--- src/rtl/dm_pkg.sv ---
// Shared defaults, store-buffer entry layout and drain-engine states
// for the data-memory stage with store buffer.
package dm_pkg;

  localparam int DM_DATA_W   = 16;
  localparam int DM_ADDR_W   = 8;
  localparam int DM_SB_DEPTH = 4;
  localparam int DM_WR_LAT   = 2;

  // Entry layout at the default widths; modules rebuild it at their own widths.
  typedef struct packed {
    logic [DM_ADDR_W-1:0] addr;
    logic [DM_DATA_W-1:0] data;
  } sb_entry_t;

  typedef enum logic [0:0] {
    D_IDLE  = 1'b0,
    D_WRITE = 1'b1
  } drain_state_t;

endpackage

--- src/rtl/dm_store_buffer.sv ---
// Circular store buffer: program-ordered FIFO of pending stores with a
// combinational youngest-match lookup used for load forwarding.
module dm_store_buffer
  import dm_pkg::*;
#(
  parameter  int DATA_W   = DM_DATA_W,
  parameter  int ADDR_W   = DM_ADDR_W,
  parameter  int SB_DEPTH = DM_SB_DEPTH,
  localparam int PTR_W    = $clog2(SB_DEPTH),
  localparam int CNT_W    = $clog2(SB_DEPTH + 1)
) (
  input  logic              clk,
  input  logic              reset,
  input  logic              i_push,
  input  logic [ADDR_W-1:0] i_push_addr,
  input  logic [DATA_W-1:0] i_push_data,
  input  logic              i_pop,
  input  logic [ADDR_W-1:0] i_lk_addr,
  output logic              o_lk_hit,
  output logic [DATA_W-1:0] o_lk_data,
  output logic [ADDR_W-1:0] o_head_addr,
  output logic [DATA_W-1:0] o_head_data,
  output logic [CNT_W-1:0]  o_count,
  output logic              o_empty,
  output logic              o_full
);

  typedef struct packed {
    logic [ADDR_W-1:0] addr;
    logic [DATA_W-1:0] data;
  } slot_t;

  slot_t             r_slot [SB_DEPTH];
  logic [PTR_W-1:0]  r_head;
  logic [PTR_W-1:0]  r_tail;
  logic [CNT_W-1:0]  r_count;
  logic [PTR_W-1:0]  w_idx;
  logic              w_do_push;
  logic              w_do_pop;

  assign o_empty     = (r_count == {CNT_W{1'b0}});
  assign o_full      = (r_count == CNT_W'(SB_DEPTH));
  assign o_count     = r_count;
  assign o_head_addr = r_slot[r_head].addr;
  assign o_head_data = r_slot[r_head].data;

  // Guard against overflow/underflow even if the caller misbehaves.
  assign w_do_push = i_push & ~o_full;
  assign w_do_pop  = i_pop & ~o_empty;

  // Pointer and occupancy bookkeeping; pointers wrap naturally (power-of-two depth).
  always_ff @(posedge clk or negedge reset) begin
    if (!reset) begin
      r_head  <= {PTR_W{1'b0}};
      r_tail  <= {PTR_W{1'b0}};
      r_count <= {CNT_W{1'b0}};
    end else begin
      if (w_do_push) r_tail <= r_tail + PTR_W'(1);
      else           r_tail <= r_tail;
      if (w_do_pop)  r_head <= r_head + PTR_W'(1);
      else           r_head <= r_head;
      case ({w_do_push, w_do_pop})
        2'b10:   r_count <= r_count + CNT_W'(1);
        2'b01:   r_count <= r_count - CNT_W'(1);
        default: r_count <= r_count;
      endcase
    end
  end

  // Entry storage; validity is tracked solely by the pointers and count.
  always_ff @(posedge clk) begin
    if (w_do_push) r_slot[r_tail] <= {i_push_addr, i_push_data};
  end

  // Walk oldest to youngest so the last match (youngest store) wins.
  always_comb begin
    o_lk_hit  = 1'b0;
    o_lk_data = {DATA_W{1'b0}};
    w_idx     = {PTR_W{1'b0}};
    for (int i = 0; i < SB_DEPTH; i++) begin
      w_idx = r_head + PTR_W'(i);
      if ((CNT_W'(i) < r_count) && (r_slot[w_idx].addr == i_lk_addr)) begin
        o_lk_hit  = 1'b1;
        o_lk_data = r_slot[w_idx].data;
      end else begin
        o_lk_hit  = o_lk_hit;
        o_lk_data = o_lk_data;
      end
    end
  end

endmodule

--- src/rtl/dm_block_sb.sv ---
// Data-memory stage: store buffer with load forwarding, multi-cycle drain
// engine committing the buffer head into the data array, and the ans_dm register.
module dm_block_sb
  import dm_pkg::*;
#(
  parameter  int DATA_W   = DM_DATA_W,
  parameter  int ADDR_W   = DM_ADDR_W,
  parameter  int SB_DEPTH = DM_SB_DEPTH,
  parameter  int WR_LAT   = DM_WR_LAT,
  localparam int CNT_W    = $clog2(SB_DEPTH + 1),
  localparam int WC_W     = (WR_LAT > 1) ? $clog2(WR_LAT) : 1,
  localparam int MEM_D    = 1 << ADDR_W
) (
  input  logic              clk,
  input  logic              reset,
  input  logic [DATA_W-1:0] ans_ex,
  input  logic [DATA_W-1:0] DM_data,
  input  logic              mem_en_ex,
  input  logic              mem_rw_ex,
  input  logic              mem_mux_sel_dm,
  output logic [DATA_W-1:0] ans_dm,
  output logic              stall_dm,
  output logic [CNT_W-1:0]  sb_count,
  output logic              sb_empty
);

  logic [DATA_W-1:0] r_mem [MEM_D];
  drain_state_t      r_state;
  logic [WC_W-1:0]   r_wcnt;
  logic [DATA_W-1:0] r_ans_dm;

  logic [ADDR_W-1:0] w_addr;
  logic              w_store;
  logic              w_load;
  logic              w_full;
  logic              w_empty;
  logic              w_stall;
  logic              w_push;
  logic              w_pop;
  logic              w_more;
  logic              w_hit;
  logic [DATA_W-1:0] w_fwd_data;
  logic [DATA_W-1:0] w_rdata;
  logic [ADDR_W-1:0] w_head_addr;
  logic [DATA_W-1:0] w_head_data;
  logic [CNT_W-1:0]  w_count;

  assign w_addr  = ans_ex[ADDR_W-1:0];
  assign w_store = mem_en_ex & mem_rw_ex;
  assign w_load  = mem_en_ex & ~mem_rw_ex;
  // Full is judged on the pre-edge count, so a same-cycle pop cannot admit a store.
  assign w_stall = w_store & w_full;
  assign w_push  = w_store & ~w_full;
  assign w_pop   = (r_state == D_WRITE) && (r_wcnt == WC_W'(WR_LAT - 1));
  assign w_more  = (w_count > CNT_W'(1)) | w_push;
  assign w_rdata = w_hit ? w_fwd_data : r_mem[w_addr];

  assign ans_dm   = r_ans_dm;
  assign stall_dm = w_stall;
  assign sb_count = w_count;
  assign sb_empty = w_empty;

  dm_store_buffer #(
    .DATA_W   (DATA_W),
    .ADDR_W   (ADDR_W),
    .SB_DEPTH (SB_DEPTH)
  ) u_sb (
    .clk         (clk),
    .reset       (reset),
    .i_push      (w_push),
    .i_push_addr (w_addr),
    .i_push_data (DM_data),
    .i_pop       (w_pop),
    .i_lk_addr   (w_addr),
    .o_lk_hit    (w_hit),
    .o_lk_data   (w_fwd_data),
    .o_head_addr (w_head_addr),
    .o_head_data (w_head_data),
    .o_count     (w_count),
    .o_empty     (w_empty),
    .o_full      (w_full)
  );

  // Array write port; the array itself is intentionally not reset.
  always_ff @(posedge clk) begin
    if (w_pop) r_mem[w_head_addr] <= w_head_data;
  end

  // Drain engine: hold the head for WR_LAT cycles, then commit and pop it.
  always_ff @(posedge clk or negedge reset) begin
    if (!reset) begin
      r_state <= D_IDLE;
      r_wcnt  <= {WC_W{1'b0}};
    end else begin
      case (r_state)
        D_IDLE: begin
          r_wcnt <= {WC_W{1'b0}};
          if (!w_empty) r_state <= D_WRITE;
          else          r_state <= D_IDLE;
        end
        D_WRITE: begin
          if (w_pop) begin
            r_wcnt  <= {WC_W{1'b0}};
            r_state <= w_more ? D_WRITE : D_IDLE;
          end else begin
            r_wcnt  <= r_wcnt + WC_W'(1);
            r_state <= D_WRITE;
          end
        end
        default: begin
          r_state <= D_IDLE;
          r_wcnt  <= {WC_W{1'b0}};
        end
      endcase
    end
  end

  // Result register toward WB; a refused store leaves it untouched.
  always_ff @(posedge clk or negedge reset) begin
    if (!reset) begin
      r_ans_dm <= {DATA_W{1'b0}};
    end else if (w_stall) begin
      r_ans_dm <= r_ans_dm;
    end else if (w_load && mem_mux_sel_dm) begin
      r_ans_dm <= w_rdata;
    end else begin
      r_ans_dm <= ans_ex;
    end
  end

endmodule

--- config.mk ---
export PLATFORM = sky130hd
export DESIGN_NAME = dm_block_sb
export DESIGN_NICKNAME = d
export VERILOG_FILES = /design/src/rtl/dm_pkg.sv /design/src/rtl/dm_store_buffer.sv /design/src/rtl/dm_block_sb.sv
export SDC_FILE = /design/constraint.sdc
export NUM_CORES = 2
export LEC_CHECK = 0
export BUFFER_PORTS_ARGS = -buffer_cell sky130_fd_sc_hd__clkbuf_2
export CAP_MARGIN = 20
export CORE_ASPECT_RATIO = 0.8
export CORE_MARGIN = 5
export CORE_UTILIZATION = 43
export DETAILED_ROUTE_END_ITERATION = 10
export PLACE_DENSITY_LB_ADDON = 0.2
export SKIP_CTS_REPAIR_TIMING = 1
export SLEW_MARGIN = 20
export SYNTH_ARGS = -nofsm -noshare
export SYNTH_HDL_FRONTEND = slang
export SYNTH_MEMORY_MAX_BITS = 65536
export SYNTH_SLANG_ARGS = --single-unit
--- constraint.sdc ---
create_clock -name clk -period 12.55 [get_ports clk]
set_input_delay 0 -clock clk [delete_from_list [all_inputs] [get_ports clk]]
set_output_delay 0 -clock clk [all_outputs]
set_load 0.01 [all_outputs]
; ---- After elaboration in Yosys (flattened, before gate mapping)
; Memories as Yosys holds them, arrays and structs flattened.
; Index checks and enable logic that the tools add are counted.
[word_totals]
ff_bits = 25
latch_bits = 0
mem_bits_rw = 4192
romBits = 0
inputBits = 37
output_inout_bits = 21
word_cells = 67
memories = 2
[op_classes]
n_addsub = 7
mul = 0
n_div = 0
order_cmp = 5
n_eq_ne = 7
n_shift = 0
n_mux = 21
bitwise = 11
n_reduce_logical = 8
[mem_list]
columns = name, words, word_bits, rd, rd_ports_with_merged_regs, write_ports, line
row1 = r_mem, 256, 16, 1, 0, 1, dm_block_sb.sv:27  ; logic [DATA_W-1:0] r_mem [MEM_D];
row2 = u_sb.r_slot, 4, 24, 4, 0, 1, dm_store_buffer.sv:33  ; slot_t r_slot [SB_DEPTH];
[op_table]
columns = operator, n
row1 = $mux 16, 6
row2 = $eq 8x8->1, 4
row3 = $mux 1, 12
row4 = $and 1x1->1, 6
row5 = $logic_and 1x1->1, 6
row6 = $lt 1x3->1 const A, 2
row7 = $lt 2x3->1 const A, 2
row8 = $pmux 3 s2, 1
row9 = $add 2x1->2 const B, 2
row10 = $add 2x2->2 const B, 2
row11 = $not 1->1, 4
row12 = $pmux 1 s2, 2
row13 = $add 3x1->3 const B, 1
row14 = $eq 3x3->1 const B, 1
row15 = $gt 3x1->1 const B, 1
row16 = $logic_not 3->1, 1
row17 = $sub 3x1->3 const B, 1
row18 = $eq 2x1->1 const B, 1
row19 = $eq 2x2->1 const B, 1
row20 = $reduce_bool 2->1, 1
row21 = $add 1x1->1 const B, 1
row22 = $or 1x1->1, 1

; ---- Logic depth before layout (Yosys ltp)
; An unclocked memory read counts as a cell.
[depth]
depth_word = 9
mapped_depth = 15
ltp_nobuf = 9

; ---- By module
; A second synthesis with hierarchy kept.
[hier_totals]
hier_cells = 7781
hier_area_um2 = 165502.5
[by_module_without_submodules]
columns = mod, instances, cells_each, area_each_um2, seq_area_each_um2
row1 = dm_block_sb, 1, 7262, 159043.8, 123448.4
row2 = dm_store_buffer, 1, 519, 6458.7, 3057.9

; ---- Worst setup path before layout
; No wires, ideal clock.
[synth_path]
path_type = reg-to-reg
from = register u_sb.r_head[1]
to = memory r_mem[0][4] (netlist bit), data pin
setup_time_ps = 1641
t_arrival_ps = 8999
required_ps = 10909
setup_slack_ps = 1910
stages_incl_launch_ff = 9
path_buffers = 6
period_less_slack_ps = 10640
path_cell_list = dfrtp_1 > buf_6 > buf_6 > buf_2 > buf_2 > buf_2 > buf_2 > mux2i_1 > mux2i_1
[synth_via]
elab_chain_cells = 1
[synth_lines]
columns = item, line
row1 = start: declaration, dm_store_buffer.sv:34  ; logic [PTR_W-1:0] r_head;
row2 = start signal: assignment, dm_store_buffer.sv:54  ; r_head <= {PTR_W{1'b0}};
row3 = start signal: assignment, dm_store_buffer.sv:60  ; if (w_do_pop) r_head <= r_head + PTR_W'(1);
row4 = start signal: assignment, dm_store_buffer.sv:61  ; else r_head <= r_head;
row5 = $mem_v2 4x24, n/a
row6 = net u_sb.o_head_data[4], dm_store_buffer.sv:22  ; output logic [DATA_W-1:0] o_head_data,
row7 = end: declaration, dm_block_sb.sv:27
; The timed path passes the listed nets, and every way through them passes these cells.

; ---- Worst setup path after layout
[layout_path]
from = input ans_ex[0]
to = register r_ans_dm[8], in the netlist ans_dm[8]
[layout_via]
elab_chain_cells = 8
word_cells_on_any_way = 19
cone_classes = eq/ne: 4 / mux: 10 / reduce/logical: 4 / memory: 1
[layout_lines]
columns = item, line
row1 = start: declaration, dm_block_sb.sv:16  ; input logic [DATA_W-1:0] ans_ex,
row2 = branches (longest 6 deep; another with $mem_v2 256x16), n/a
row3 = $mux 16 (*), dm_block_sb.sv:56  ; assign w_rdata = w_hit ? w_fwd_data : r_mem[w_addr];
row4 = $mux 16 (*), dm_block_sb.sv:124  ; end else if (w_load && mem_mux_sel_dm) begin
row5 = end signal: assignment, dm_block_sb.sv:123  ; r_ans_dm <= r_ans_dm;
row6 = end signal: assignment, dm_block_sb.sv:125  ; r_ans_dm <= w_rdata;
row7 = end signal: assignment, dm_block_sb.sv:127  ; r_ans_dm <= ans_ex;
row8 = end: declaration, dm_block_sb.sv:30  ; logic [DATA_W-1:0] r_ans_dm;
; Every way passes the cells marked *.
; A chain may end at the register's enable or synchronous reset.

==> qor.yml <==
drt-initial-drc-count: 12700
cts_tree: "yes"
cp_cell_sequence: "dlygate4sd3_1 > buf_12 > buf_4 > buf_4 > buf_4 > mux4_2 > o22ai_1 > o31ai_1 > nor3_1 > nor3_1 > o21ai_0 > a31oi_1 > dlygate4sd3_1"
grt_max_degree: 193
clockBufferDepth: 4
synth_fp_nets: 7847
clkTransAtPathRegs_ns: 0.07
gp_congestion: 0.892
die_x_um: 702
htree_levels: 5
clock.fmax_mhz: 164
ir_worst_vdd_uv: 220
fp.dieH_um: 564
ys_seq_area_share_pct: 76.8
io_buffers: 57
grt_antenna_before_repair: 31
synth.area.top_cells: "edfxtp_1, mux4_2, mux2i_1, nor2_1, a22oi_1"
power_density_mw_per_mm2: 195
grt_pass1_wl_um: 697000
vias: 86400
final_cells: 13700
cap_violations: 0
drtPass1Iterations: 6
floorplan.initialDensity_pct: 43.1
cts-root-buf: "clkbuf_16"
grt_setup_unrepaired: "no"
clock_latency_ns: 0.94
path_max_fanout: 85
crit_family: "buffers and inverters"
final_nets: 8260
synth_edf_count: 4192
numCtsBuffers: 404
finalSetupTns_ns: 0
yosys.cell_types.count: 76
grt_pass1_vias: 84100
finalCritPeriodShare_pct: 48.5
placed_cells: 12900
n_fill_cell: 31000
finalSetupViolations: 0
wl_per_cell_um: 37.1
avgSynthCellArea_um2: 21.1
synth_most_common_cell: "edfxtp_1"
synth-seq-cells: 4217
drcViolationCount: 0
num_rows: 203
cp-end-kind: "register"
area_growth_pct: 13.4
hold_violations: 0
cpPeakStageDelay_ns: 0.72
leakagePower_uw: 0.0580
async_flop_share_pct: 0.593
clkSinkCount: 4217
cpMostUsedCell: "buf_4"
yosys_warnings: 0
slew_headroom_pct: 9.27
core-area_mm2: 0.382
post_synth_inst_count: 7801
synth_common_cells: "edfxtp_1, mux4_2, mux2i_1"
finClkSkew_ns: 0.0596
drtAntennaViolNets: 0
grt_overflow: 0
yosys.area.top_type: "edfxtp_1"
dpl.hpwl_um: 301000
synthFlopType: "edfxtp_1"
finalWirelength_um: 507000
grt_usage_pct: 25.2
netlist_area_mm2: 0.165
layout-drive-gt1-share_pct: 26.2
die_area_mm2: 0.396
critPathKind: "input pin to register"
hp-class: "input pin to register"
min_period_ns: 6.09
tightest_slew_ns: 1.36
start_kind: "input pin"
cp.arrival_ns: 6.89
synth_top_area_share_pct: 76.4
drv_slew: 0
ios: 58
status: "completed"
vias_per_cell: 6.31
required_ns: 13.35
critPathBufInv: 6
rrSetupSlack_ns: 7.47
cpMaxStageDelayCell: "buf_4"
[metal layers]
metal	vias to the layer above	share of wire, %	track usage [%]	wire length, um
li1	33800	-	-	-
met4	12	4.1	8.89	20600
met1	46600	41	36.7	206000
met2	5140	45	37.5	228000
met3	839	10	5.96	53000
met5	-	0.017	0	85
[flip-flops by register name, summed over array words and instances (netlist names)]
signal / flops
u_sb.r_head: 2
r_mem: 4096
u_sb.o_count: 3
u_sb.r_tail: 2
ans_dm: 16
r_state: 1
r_wcnt: 1
u_sb.r_slot: 96
[worst paths after layout]
check | from | end | cells past startpoint
worst max-delay path | ans_ex[0] | ans_dm[8]$_DFFE_PN0N_ | 13
worst min-delay path | ans_ex[14] | ans_dm[14]$_DFFE_PN0N_ | 4
worst max register to register | u_sb.r_head[1]$_DFFE_PN0P_ | r_mem[5][13]$_DFFE_PP_ | 5
worst min register to register | r_wcnt$_DFF_PN0_ | r_wcnt$_DFF_PN0_ | 1
max in group asynchronous | reset | u_sb.r_head[1]$_DFFE_PN0P_ | 4
min in group asynchronous | reset | ans_dm[4]$_DFFE_PN0N_ | 4
[area by class of cell]
cell class / instances / area, um2 / area share (%)
Tap cell: 5125 / 6410 / 3.43
Timing Repair Buffer: 491 / 4100 / 2.19
Multi-Input combinational cell: 3085 / 36800 / 19.7
Antenna cell: 11 / 27.5 / 0.0147
Sequential cell: 4217 / 127000 / 67.7
Inverter: 15 / 66.3 / 0.0355
Clock inverter: 251 / 2170 / 1.16
Clock buffer: 490 / 10700 / 5.72
[report_power, final]
group / leakage [uW] / internal, uW / total [uW] / switching [uW]
combinational: 0.0138 / 1130 / 6010 / 4870
clock: 0.00628 / 6780 / 12100 / 5280
sequential: 0.0379 / 18300 / 18400 / 160
[stage by stage]
step	setup WS (ns)	instance area (um2)	hold slack, ns	utilization (%)	power (uW)
after floorplan	1.91	165000	-0.296	-	22400
after global placement	6.55	173000	0.125	45.2	24300
after detailed placement	6.80	173000	0.149	45.3	24600
after CTS	7.52	186000	-0.877	48.7	36500
after global routing	6.25	187000	0.0458	48.9	37500
final	6.46	187000	0.139	48.9	36500
[cell usage in the layout, fill, tap and decap left out, types with 12 or more instances in the layout]
cell,netlist,layout
a311oi_1,14,12
clkinv_1,1,98
o221ai_1,69,69
nor2_2,0,89
a22o_1,18,18
mux2_2,59,59
o21ai_0,73,72
a31oi_1,21,21
o22ai_1,151,150
nand3_1,62,59
clkbuf_16,0,415
buf_12,0,21
nor4_1,25,14
xnor2_1,35,35
and2_1,29,23
a211oi_1,30,29
dfrtp_1,25,23
mux2i_1,375,369
buf_4,86,344
a21oi_1,157,151
dlygate4sd3_1,0,62
clkbuf_2,0,51
nand4_1,18,18
a221oi_1,32,32
nor2_1,333,192
clkbuf_1,197,73
nand2_1,186,177
bufinv_16,0,35
clkinv_2,0,84
a22oi_1,159,159
nor3_1,66,58
mux4_2,953,950
a2111oi_0,12,12
clkinvlp_4,0,18
edfxtp_1,4192,4192
nor2_4,0,52
[worst min-delay path, cell delays in order]
cell and delay [ns]:
dlygate4sd3_1 0.53, clkbuf_2 0.10, o22ai_1 0.14, nor3b_1 0.22
[logic make-up after synthesis]
group                    after synthesis  synth area share, %
buffers and inverters                499                 1.47
AO/OA/AOI/OAI                        850                 3.58
AND/OR/NAND/NOR                      800                 2.17
adder cells (fa/ha/maj)                9               0.0683
XOR/XNOR                              37                0.197
multiplexers                        1389                 15.7
flip-flops                          4217                 76.8
Power figures use the tool's default switching activity.
